### config.mk
export PLATFORM = sky130hd
export DESIGN_NAME = counter_4b_monitor
export DESIGN_NICKNAME = d
export VERILOG_FILES = /design/src/rtl/counter_4b_monitor.sv
export SDC_FILE = /design/constraint.sdc
export NUM_CORES = 1
export LEC_CHECK = 0
export CAP_MARGIN = 5
export CORE_ASPECT_RATIO = 0.9
export CORE_MARGIN = 4
export CORE_UTILIZATION = 45
export DETAILED_ROUTE_END_ITERATION = 7
export HOLD_SLACK_MARGIN = 0.12
export MAX_ROUTING_LAYER = met4
export PLACE_DENSITY_LB_ADDON = 0.2
export REMOVE_ABC_BUFFERS = 1
export SYNTH_ARGS = -nofsm -noshare
export SYNTH_HDL_FRONTEND = slang
export SYNTH_SLANG_ARGS = --single-unit
### constraint.sdc
create_clock -name clk -period 5 [get_ports clk]
set_clock_uncertainty 0.05 [all_clocks]
set_input_delay 0.5 -clock clk [delete_from_list [all_inputs] [get_ports clk]]
set_output_delay 0.5 -clock clk [all_outputs]
set_load 0.01 [all_outputs]
### src/rtl/counter_4b_monitor.sv
// Monitor for one 4-bit counter. It runs a cycle-accurate model of the counter,
// compares the counter's registered outputs every cycle and keeps error statistics.
module counter_4b_monitor #(
  parameter int ERR_W       = 8,
  parameter bit STOP_ON_ERR = 1'b0
) (
  input  logic             clk,
  input  logic             reset,
  input  logic             mon_enable,
  input  logic [1:0]       mon_mode,
  input  logic [3:0]       mon_D,
  input  logic [3:0]       mon_Q,
  input  logic             mon_load,
  input  logic             mon_rco,
  output logic             err_pulse,
  output logic [ERR_W-1:0] err_count,
  output logic [ERR_W-1:0] chk_count,
  output logic [5:0]       first_exp,
  output logic [5:0]       first_obs,
  output logic             fail
);

  localparam logic [1:0] IDLE  = 2'd0;
  localparam logic [1:0] TRACK = 2'd1;
  localparam logic [1:0] HALT  = 2'd2;

  logic [1:0]       r_state;
  logic [3:0]       r_expQ;
  logic             r_expLoad;
  logic             r_expRco;
  logic             r_errPulse;
  logic [ERR_W-1:0] r_errCount;
  logic [ERR_W-1:0] r_chkCount;
  logic [5:0]       r_firstExp;
  logic [5:0]       r_firstObs;
  logic             r_fail;

  logic [3:0] w_nextQ;
  logic       w_nextLoad;
  logic       w_nextRco;
  logic [4:0] w_sumUp3;
  logic [5:0] w_expVec;
  logic [5:0] w_obsVec;
  logic       w_mismatch;
  logic       w_errMax;
  logic       w_chkMax;

  // Next model state follows the counter's own rules from the sampled stimulus.
  always_comb begin
    w_sumUp3   = {1'b0, r_expQ} + 5'd3;
    w_nextQ    = r_expQ;
    w_nextLoad = 1'b0;
    w_nextRco  = 1'b0;
    if (mon_enable) begin
      case (mon_mode)
        2'b00: begin
          w_nextQ   = r_expQ + 4'd1;
          w_nextRco = (r_expQ == 4'hF);
        end
        2'b01: begin
          w_nextQ   = r_expQ - 4'd1;
          w_nextRco = (r_expQ == 4'h0);
        end
        2'b10: begin
          w_nextQ   = w_sumUp3[3:0];
          w_nextRco = w_sumUp3[4];
        end
        default: begin
          w_nextQ    = mon_D;
          w_nextLoad = 1'b1;
        end
      endcase
    end
  end

  // Case-inequality so that X/Z on the observed outputs is flagged as a mismatch.
  assign w_expVec   = {r_expLoad, r_expRco, r_expQ};
  assign w_obsVec   = {mon_load, mon_rco, mon_Q};
  assign w_mismatch = (w_obsVec !== w_expVec);
  assign w_errMax   = (r_errCount == {ERR_W{1'b1}});
  assign w_chkMax   = (r_chkCount == {ERR_W{1'b1}});

  always_ff @(posedge clk or posedge reset) begin
    if (reset) begin
      r_state    <= IDLE;
      r_expQ     <= 4'd0;
      r_expLoad  <= 1'b0;
      r_expRco   <= 1'b0;
      r_errPulse <= 1'b0;
      r_errCount <= '0;
      r_chkCount <= '0;
      r_firstExp <= 6'd0;
      r_firstObs <= 6'd0;
      r_fail     <= 1'b0;
    end else begin
      r_errPulse <= 1'b0;
      case (r_state)
        IDLE: begin
          r_expQ    <= w_nextQ;
          r_expLoad <= w_nextLoad;
          r_expRco  <= w_nextRco;
          r_state   <= TRACK;
        end
        TRACK: begin
          if (!w_chkMax) r_chkCount <= r_chkCount + ERR_W'(1);
          if (w_mismatch) begin
            r_errPulse <= 1'b1;
            if (!w_errMax) r_errCount <= r_errCount + ERR_W'(1);
            // Only the first failing sample is kept for debug.
            if (!r_fail) begin
              r_firstExp <= w_expVec;
              r_firstObs <= w_obsVec;
              r_fail     <= 1'b1;
              if (STOP_ON_ERR) r_state <= HALT;
            end
          end
          r_expQ    <= w_nextQ;
          r_expLoad <= w_nextLoad;
          r_expRco  <= w_nextRco;
        end
        HALT: begin
          r_state <= HALT;
        end
        default: begin
          r_state <= IDLE;
        end
      endcase
    end
  end

  assign err_pulse = r_errPulse;
  assign err_count = r_errCount;
  assign chk_count = r_chkCount;
  assign first_exp = r_firstExp;
  assign first_obs = r_firstObs;
  assign fail      = r_fail;

endmodule
==> flow_metrics.py, run 1 <==
metrics = {
    "run_status": {
        "status": "finished, final reports clean",
    },
    "final_layout": {
        "diodes": 0,
        "final_cells": 268,
        "n_fill_cell": 349,
        "area_growth_pct": 29.1,
        "num-nets-final": 241,
        "drive_gt1_frac": 0.132,
        "final_util": 0.608,
    },
    "die": {
        "rows": 22,
        "initial_core_util": 0.471,
        "fp.dieH_microns": 70.3,
        "core_sq_um": 4130,
        "die_x_microns": 77.3,
        "dieArea_sq_um": 5430,
        "io_pins": 45,
    },
    "global_route": {
        "grt_start_max_net_pins": 39,
        "grt_pass1_vias": 1479,
        "antenna_found_initial": 0,
        "gr-total-overflow": 0,
        "grt_pass1_wl_mm": 7.13,
        "grt_use_total": 0.168,
    },
    "drt": {
        "vias_per_cell": 5.28,
        "drc_errors": 0,
        "drt-total-wl_mm": 3.94,
        "ant_nets": 0,
        "vias": 1415,
        "drt_iter0_drc": 118,
        "first_pass_iters": 4,
        "wl_per_cell_microns": 14.7,
    },
    "logic_synthesis": {
        "synth_edf_count": 0,
        "yosys.area_share.simple": 0.155,
        "synth_seq_area_share": 0.489,
        "ys_warn_count": 0,
        "synth_cell_types": 35,
        "postSynthCellCount": 173,
        "synth_compound_area_frac": 0.0676,
        "synthTopCellsByArea": "dfrtp_1 (49%), mux2_4 (7.7%), xnor2_1 (5.4%), ha_1 (4.5%), xor2_1 (4.5%)",
        "synth-seq-cells": 38,
        "syn-cell-area_sq_um": 1940,
        "yosysTopAreaCell": "dfrtp_1",
        "synthAdderAreaFrac": 0.0451,
        "yosys.area_share.xor_xnor": 0.0992,
        "synth_top_flop_cell": "dfrtp_1",
        "yosysTopAreaCellShare": 0.489,
        "syn_area_per_cell_sq_um": 11.2,
        "synth_mux_area_frac": 0.117,
        "synth_top_family_by_area": "simple AND/OR/NAND/NOR gates",
        "async_flop_share": 1.00,
    },
    "clock_network": {
        "clk_latency_ps": 280,
        "cts_hold_buf": 0,
        "clock-root-buffer": "clkbuf_8",
        "clock_sinks": 38,
        "cts_max_level": 2,
        "post_cts_buffers": 0,
        "ctsLongestPathBuffers": 2,
        "clk_pin_slew_ps": 70,
        "numCtsBuffers": 5,
        "post_cts_resized": 0,
        "cts_tree": "yes",
    },
    "critical_path": {
        "end_kind": "flop",
        "crit_path_max_fanout": 10,
        "worstPathRequired_ps": 5150,
        "crit_end": "r_expQ[3]",
        "cp-start-kind": "input pin",
        "r2r_start": "r_expQ[2]",
        "reg2reg_depth": 5,
        "critPathLaunch": "mon_mode[0]",
        "crit_cells": 7,
        "cp_slowest_cell": "clkdlybuf4s50_1",
        "path_class": "input pin to flop",
        "crit_buf_inv": 1,
        "cp.arrival_ps": 2510,
        "cpPeakStageDelay_ps": 650,
        "crit_family": "compound AO/OA/AOI/OAI gates",
        "regToRegSetupSlack_ps": 2980,
        "r2r-end": "first_exp[3]",
        "crit_chain": "clkdlybuf4s50_1 -> nor2b_1 -> ha_1 -> a31oi_1 -> o21ai_0 -> a22o_1 -> a32oi_1",
    },
    "min_path": {
        "hp-class": "flop to flop",
    },
    "timing": {
        "finalMaxSlewViolations": 0,
        "tightest_slew_ps": 703,
        "rsz0062_at_grt": "no",
        "fmax_ghz": 0.425,
        "hold_viol_final": 0,
        "tns_ps": 0,
        "period_share": 0.470,
        "period_needed_ps": 2350,
        "maxSlewHeadroom": 0.529,
        "setup_viol": 0,
    },
    "placement": {
        "dp.cells": 260,
        "gp_congestion": 0.917,
        "port_buffers": 44,
        "hpwl_mm": 2.88,
    },
    "job": {
        "maxCapViolCount": 0,
    },
    "power_and_ir_drop": {
        "p_leak_nw": 1.13,
        "peakVddDrop_mv": 0.179,
        "p_per_area_nw_per_um2": 364,
    },
}
## cell usage in the layout, fill, tap and decap left out, types with 3 or more instances in the layout
cell type,count
ha_1,7
xor2_1,10
nand4_1,4
clkdlybuf4s50_1,44
mux2_4,10
mux2_2,6
xnor2_1,12
and3_1,3
clkbuf_8,6
inv_1,5
o21ai_0,12
nor3_1,4
nor2_1,9
dfrtp_1,38
nand2_1,21
## flip-flops by register name, summed over array words and instances (netlist names)
signal and cells:
err_count 8, chk_count 8, r_expRco 1, r_expQ 4, r_expLoad 1, first_obs 6, first_exp 6, fail 1
r_state 2, err_pulse 1
## where the power goes
group	switching (W)	leakage, nW	internal [W]
clock	0.000103	0.0482	0.000111
sequential	0.0000673	0.465	0.000354
combinational	0.000120	0.614	0.000158
## cell families after synthesis
kind of cell	Yosys count
simple gates	56
mux	17
xor+xnor	22
buf+inv	11
compound gates	22
fa+ha+maj	7
flops	38
## how the worst min path moves through the flow
stage | start | to | slack [ps] | cells after the start
after floorplan | r_state[0] | r_state[1] | 370 | 1
final | r_state[0] | r_state[1] | 400 | 1
after global routing | r_state[0] | r_state[1] | 440 | 1
after CTS | r_state[0] | r_state[1] | 400 | 1
after global placement | r_state[0] | r_state[1] | 380 | 1
after detailed placement | r_state[0] | r_state[1] | 390 | 1
## worst register-to-register path, delay by kind of cell (launching register included)
kind / cells / cell delay [ps]
XOR/XNOR: 1 / 230
AND/OR/NAND/NOR: 3 / 780
flip-flops: 1 / 490
multiplexers: 1 / 360
## Yosys cell counts, types with 2 or more instances
cell and instances:
nor2_1 9, nand2b_1 2, a31oi_1 2, nor2b_1 2, nand4_1 4, o21ai_0 12
o211ai_1 2, buf_2 3, and3_1 3, nor3_1 4, nand3_1 2, xnor2_1 12
clkbuf_1 2, xor2_1 10, ha_1 7, nand2_1 21, inv_1 5, mux2_4 10
a21oi_1 2, dfrtp_1 38, nand3b_1 2, mux2_2 6
## area by class of cell
type	count	area, sq um	share of cell area
clock buffer	7	86.3	0.0344
clock inverter	1	5.00	0.00200
inverter	5	18.8	0.00748
multi-input combinational	124	940	0.375
sequential	38	951	0.379
tap	48	60.1	0.0239
timing repair buffer	45	448	0.179
## per-layer routing
layer  track usage  part of all wire
met4        0.0494             0.012
met5             -                 0
met1         0.217              0.48
met2         0.255              0.46
met3        0.0515             0.052
## stage by stage
stage	setup WS (ps)	hold WS (ps)	total power [W]	area (sq um)
after floorplan	3160	368	0.000576	1910
after global placement	2500	377	0.000693	2420
after detailed placement	2370	389	0.000706	2420
after CTS	2650	398	0.000922	2510
after global routing	2520	435	0.000978	2510
final	2650	399	0.000914	2510
Note: power is estimated with default switching activity, not from simulation.
==> inputs of run 2 (changes only) <==
==> constraint.sdc (replaced) <==
create_clock -name clk -period 2.42 [get_ports clk]
set_clock_uncertainty 0.05 [all_clocks]
set_input_delay 0.242 -clock clk [delete_from_list [all_inputs] [get_ports clk]]
set_output_delay 0.242 -clock clk [all_outputs]
set_load 0.01 [all_outputs]
==> flow_metrics.py, run 2 (same netlist as run 1, synthesis figures left out) <==
metrics = {
    "run_status": {
        "status": "finished, final reports clean",
    },
    "drt": {
        "first_pass_iters": 4,
        "wl_per_cell_microns": 14.3,
        "drc_errors": 0,
        "vias": 1456,
        "drt-total-wl_mm": 3.88,
        "ant_nets": 0,
        "drt_iter0_drc": 109,
        "vias_per_cell": 5.35,
    },
    "clock_network": {
        "numCtsBuffers": 5,
        "cts_max_level": 2,
        "post_cts_buffers": 0,
        "clock_sinks": 38,
        "cts_hold_buf": 0,
        "clock-root-buffer": "clkbuf_8",
        "clk_latency_ps": 290,
        "ctsLongestPathBuffers": 2,
        "post_cts_resized": 0,
        "cts_tree": "yes",
        "clk_pin_slew_ps": 80,
    },
    "critical_path": {
        "reg2reg_depth": 5,
        "regToRegSetupSlack_ps": 550,
        "path_class": "input pin to flop",
        "cp_slowest_cell": "clkdlybuf4s50_1",
        "end_kind": "flop",
        "cp-start-kind": "input pin",
        "cpPeakStageDelay_ps": 470,
        "crit_cells": 7,
        "worstPathRequired_ps": 2580,
        "r2r_start": "r_expQ[0]",
        "crit_path_max_fanout": 4,
        "crit_chain": "clkdlybuf4s50_1 -> nor2b_1 -> ha_1 -> a31oi_1 -> o21ai_0 -> a22o_1 -> a32oi_1",
        "crit_family": "compound AO/OA/AOI/OAI gates",
        "r2r-end": "err_count[1]",
        "cp.arrival_ps": 2040,
        "crit_buf_inv": 1,
        "critPathLaunch": "mon_mode[0]",
        "crit_end": "r_expQ[3]",
    },
    "timing": {
        "maxSlewHeadroom": 0.691,
        "fmax_ghz": 0.532,
        "finalMaxSlewViolations": 0,
        "setup_viol": 0,
        "hold_viol_final": 0,
        "tns_ps": 0,
        "period_needed_ps": 1880,
        "finalWorstSetupSlack_ps": 540,
        "period_share": 0.777,
        "rsz0062_at_grt": "no",
        "tightest_slew_ps": 464,
    },
    "placement": {
        "port_buffers": 44,
        "dp.cells": 264,
        "hpwl_mm": 2.90,
        "placed_cell_area_sq_um": 2450,
        "preCtsSetupSlack_ps": 263,
        "gp_congestion": 0.920,
    },
    "final_layout": {
        "multiInputGateArea_sq_um": 940,
        "diodes": 0,
        "layout_commonest_cell": "clkdlybuf4s50_1",
        "layout.cells.most_common_list": "clkdlybuf4s50_1 (44), dfrtp_1 (38), nand2_1 (21)",
        "drive_gt1_frac": 0.152,
        "area_growth_pct": 30.8,
        "final_cells": 272,
        "n_fill_cell": 337,
        "seq_area_sq_um": 951,
        "finalInstanceArea_sq_um": 2540,
        "num-nets-final": 245,
    },
    "power_and_ir_drop": {
        "p_comb_frac": 0.303,
        "total_power_w": 0.00189,
        "switchingPower_w": 0.000598,
        "p_int_w": 0.00129,
        "peakVddDrop_mv": 0.298,
        "p_per_area_nw_per_um2": 742,
        "power_frac_seq": 0.461,
        "swShare": 0.317,
        "p_leak_nw": 1.15,
        "pwr-share-clk": 0.236,
    },
    "die": {
        "io_pins": 45,
        "die_x_microns": 77.3,
        "initial_core_util": 0.471,
        "fp.dieH_microns": 70.3,
        "core_sq_um": 4130,
        "rows": 22,
        "dieArea_sq_um": 5430,
    },
    "global_route": {
        "grt_pass1_wl_mm": 7.06,
        "grt_use_total": 0.164,
        "gr-total-overflow": 0,
        "grt_start_max_net_pins": 39,
        "grt_pass1_vias": 1556,
        "antenna_found_initial": 0,
    },
    "job": {
        "maxCapViolCount": 0,
    },
    "min_path": {
        "hp-class": "input pin to asynchronous set/reset pin",
    },
}
-- run 2: stage by stage --
stage / hold slack [ps] / util
4_1_cts: 319 / 0.616
3_3_place_gp: 378 / 0.593
6_report: 307 / 0.616
5_1_grt: 343 / 0.616
2_1_floorplan: 310 / -
3_5_place_dp: 393 / 0.593
-- run 2: how the worst min path moves through the flow --
stage	slack, ps	cells after the start	to	startpoint
CTS	320	3	err_count[3]	reset
finish	310	3	r_expLoad	reset
floorplan	310	1	r_expQ[3]	mon_enable
global placement	380	1	r_state[1]	r_state[0]
global route	340	3	err_count[3]	reset
detailed placement	390	1	r_state[1]	r_state[0]
-- run 2: tightest hold or removal path: cells and delay by family --
kind                   cells  cell delay, ps
buffers and inverters      3             830
-- run 2: routing by layer --
layer	share of wire	up-vias	wire length (microns)	global-route usage
met2	0.48	46	1860	0.261
met4	0.010	0	39	0.0652
li1	-	700	-	-
met1	0.46	705	1800	0.198
met5	0	-	0	-
met3	0.047	5	183	0.0464
-- run 2: final cells by class --
cell class,instances,share of cell area
Inverter,5,0.00738
Clock inverter,2,0.00492
Sequential cell,38,0.374
Clock buffer,6,0.0325
Tap cell,48,0.0236
Multi-Input combinational cell,124,0.370
Timing Repair Buffer,49,0.188
-- run 2: power groups by stage --
stage	Sequential (W)	Combinational, W	Clock (W)
after global routing	0.000893	0.000637	0.000493
after floorplan	0.000886	0.000303	0
after detailed placement	0.000883	0.000574	0
after CTS	0.000871	0.000578	0.000463
after global placement	0.000874	0.000562	0
final	0.000870	0.000572	0.000446
==> inputs of run 3 (changes only) <==
==> constraint.sdc (replaced) <==
create_clock -name clk -period 1.9 [get_ports clk]
set_clock_uncertainty 0.05 [all_clocks]
set_input_delay 0.19 -clock clk [delete_from_list [all_inputs] [get_ports clk]]
set_output_delay 0.19 -clock clk [all_outputs]
set_load 0.01 [all_outputs]
==> flow_metrics.py, run 3 (same netlist as run 1, synthesis figures left out) <==
metrics = {
    "placement": {
        "placed_cell_area_sq_um": 2510,
        "dp.cells": 273,
        "port_buffers": 44,
        "gp_congestion": 0.894,
        "hpwl_mm": 2.97,
    },
    "die": {
        "dieArea_sq_um": 5430,
        "core_sq_um": 4130,
        "fp.dieH_microns": 70.3,
        "rows": 22,
        "die_x_microns": 77.3,
        "initial_core_util": 0.471,
        "io_pins": 45,
    },
    "power_and_ir_drop": {
        "switchingPower_w": 0.000760,
        "p_per_area_nw_per_um2": 939,
        "power_frac_seq": 0.436,
        "swShare": 0.311,
        "pwr-share-clk": 0.226,
        "p_comb_frac": 0.338,
        "total_power_w": 0.00245,
        "p_int_w": 0.00169,
        "peakVddDrop_mv": 0.452,
        "p_leak_nw": 1.19,
    },
    "clock_network": {
        "clk_latency_ps": 280,
        "cts_tree": "yes",
        "cts_max_level": 2,
        "clock_sinks": 38,
        "clock-root-buffer": "clkbuf_8",
        "post_cts_resized": 0,
        "numCtsBuffers": 5,
        "ctsLongestPathBuffers": 2,
        "cts_hold_buf": 0,
        "clk_pin_slew_ps": 70,
        "post_cts_buffers": 0,
    },
    "critical_path": {
        "cp_slowest_cell": "dfrtp_1",
        "cp.arrival_ps": 1830,
        "worstPathRequired_ps": 2010,
        "crit_chain": "buf_4 -> inv_1 -> xnor2_1 -> ha_1 -> a21oi_1 -> xor2_1 -> nor2_1 -> a21oi_1 -> o21ai_0",
        "path_class": "flop to flop",
        "cp-start-kind": "flop",
        "end_kind": "flop",
        "crit_path_max_fanout": 7,
        "cpPeakStageDelay_ps": 410,
        "cp_common_cell": "a21oi_1",
    },
    "global_route": {
        "grt_start_max_net_pins": 39,
        "grt_pass1_vias": 1536,
        "antenna_found_initial": 0,
        "grt_use_total": 0.165,
        "gr-total-overflow": 0,
        "grt_pass1_wl_mm": 7.08,
    },
    "timing": {
        "period_needed_ps": 1720,
        "rsz0062_at_grt": "no",
        "fmax_ghz": 0.580,
        "hold_viol_final": 0,
        "finalMaxSlewViolations": 0,
        "period_share": 0.907,
        "setup_viol": 0,
        "maxSlewHeadroom": 0.681,
        "tightest_slew_ps": 479,
    },
    "final_layout": {
        "diodes": 0,
        "final_cells": 281,
        "num-nets-final": 254,
        "layout.cells.most_common_list": "clkdlybuf4s50_1 (44), dfrtp_1 (38), nand2_1 (21)",
        "seq_area_sq_um": 951,
        "drive_gt1_frac": 0.180,
        "area_growth_pct": 34.1,
        "layout_commonest_cell": "clkdlybuf4s50_1",
        "multiInputGateArea_sq_um": 940,
        "finalInstanceArea_sq_um": 2610,
        "n_fill_cell": 330,
    },
    "min_path": {
        "hp-class": "input pin to asynchronous set/reset pin",
    },
    "drt": {
        "ant_nets": 0,
        "vias_per_cell": 5.16,
        "first_pass_iters": 4,
        "drt-total-wl_mm": 3.93,
        "drt_iter0_drc": 65,
        "vias": 1450,
        "drc_errors": 0,
        "wl_per_cell_microns": 14.0,
    },
    "run_status": {
        "status": "finished, final reports clean",
    },
    "job": {
        "maxCapViolCount": 0,
    },
}
run 3: changes by cell type in the layout (fill, tap and decap cells not counted):
cell / change
clkinvlp_4: -1
buf_4: +9
clkbuf_1: +1
run 3: final timing paths:
kind                             from            to  slack [ps]  cells past startpoint
max                         r_expQ[1]     r_expQ[2]         180                      9
min                             reset  chk_count[0]         270                      3
max reg2reg                 r_expQ[1]     r_expQ[2]         180                      9
min reg2reg                r_state[0]    r_state[1]         390                      1
max in group asynchronous       reset  first_obs[0]        1200                      3
min in group clk           r_state[0]    r_state[1]         390                      1
run 3: area by class of cell:
class / instances / area share
timing repair buffer: 58 / 0.209
clock inverter: 1 / 0.00192
sequential: 38 / 0.365
multi-input combinational: 124 / 0.361
clock buffer: 7 / 0.0331
inverter: 5 / 0.00720
tap: 48 / 0.0230
run 3: per-stage QoR:
stage	setup slack [ps]	util	setup TNS (ps)	hold WS, ps
2_1_floorplan	78.5	-	0	258
3_3_place_gp	-56.3	0.609	-674	375
3_5_place_dp	-118	0.609	-1490	386
4_1_cts	142	0.631	0	281
5_1_grt	42.3	0.631	0	348
6_report	177	0.631	0	269
run 3: worst max-delay path: cells and delay by family, from the launching register on:
family,cells,cell delay (ps)
AO/OA/AOI/OAI,3,360
AND/OR/NAND/NOR,1,60
buffers and inverters,2,280
adder cells (fa/ha/maj),1,180
XOR/XNOR,2,260
flip-flops,1,410
run 3: power groups by stage:
stage | Combinational [W] | Sequential [W] | Clock, W
finish | 0.000826 | 0.00107 | 0.000553
global route | 0.000914 | 0.00110 | 0.000620
CTS | 0.000833 | 0.00107 | 0.000576
detailed placement | 0.000827 | 0.00109 | 0
global placement | 0.000798 | 0.00108 | 0
floorplan | 0.000386 | 0.00113 | 0
run 3: metal layers:
layer,track usage,routed length (microns)
met2,0.264,1850
met1,0.211,1900
met5,-,0
met3,0.0412,156
met4,0.0375,27
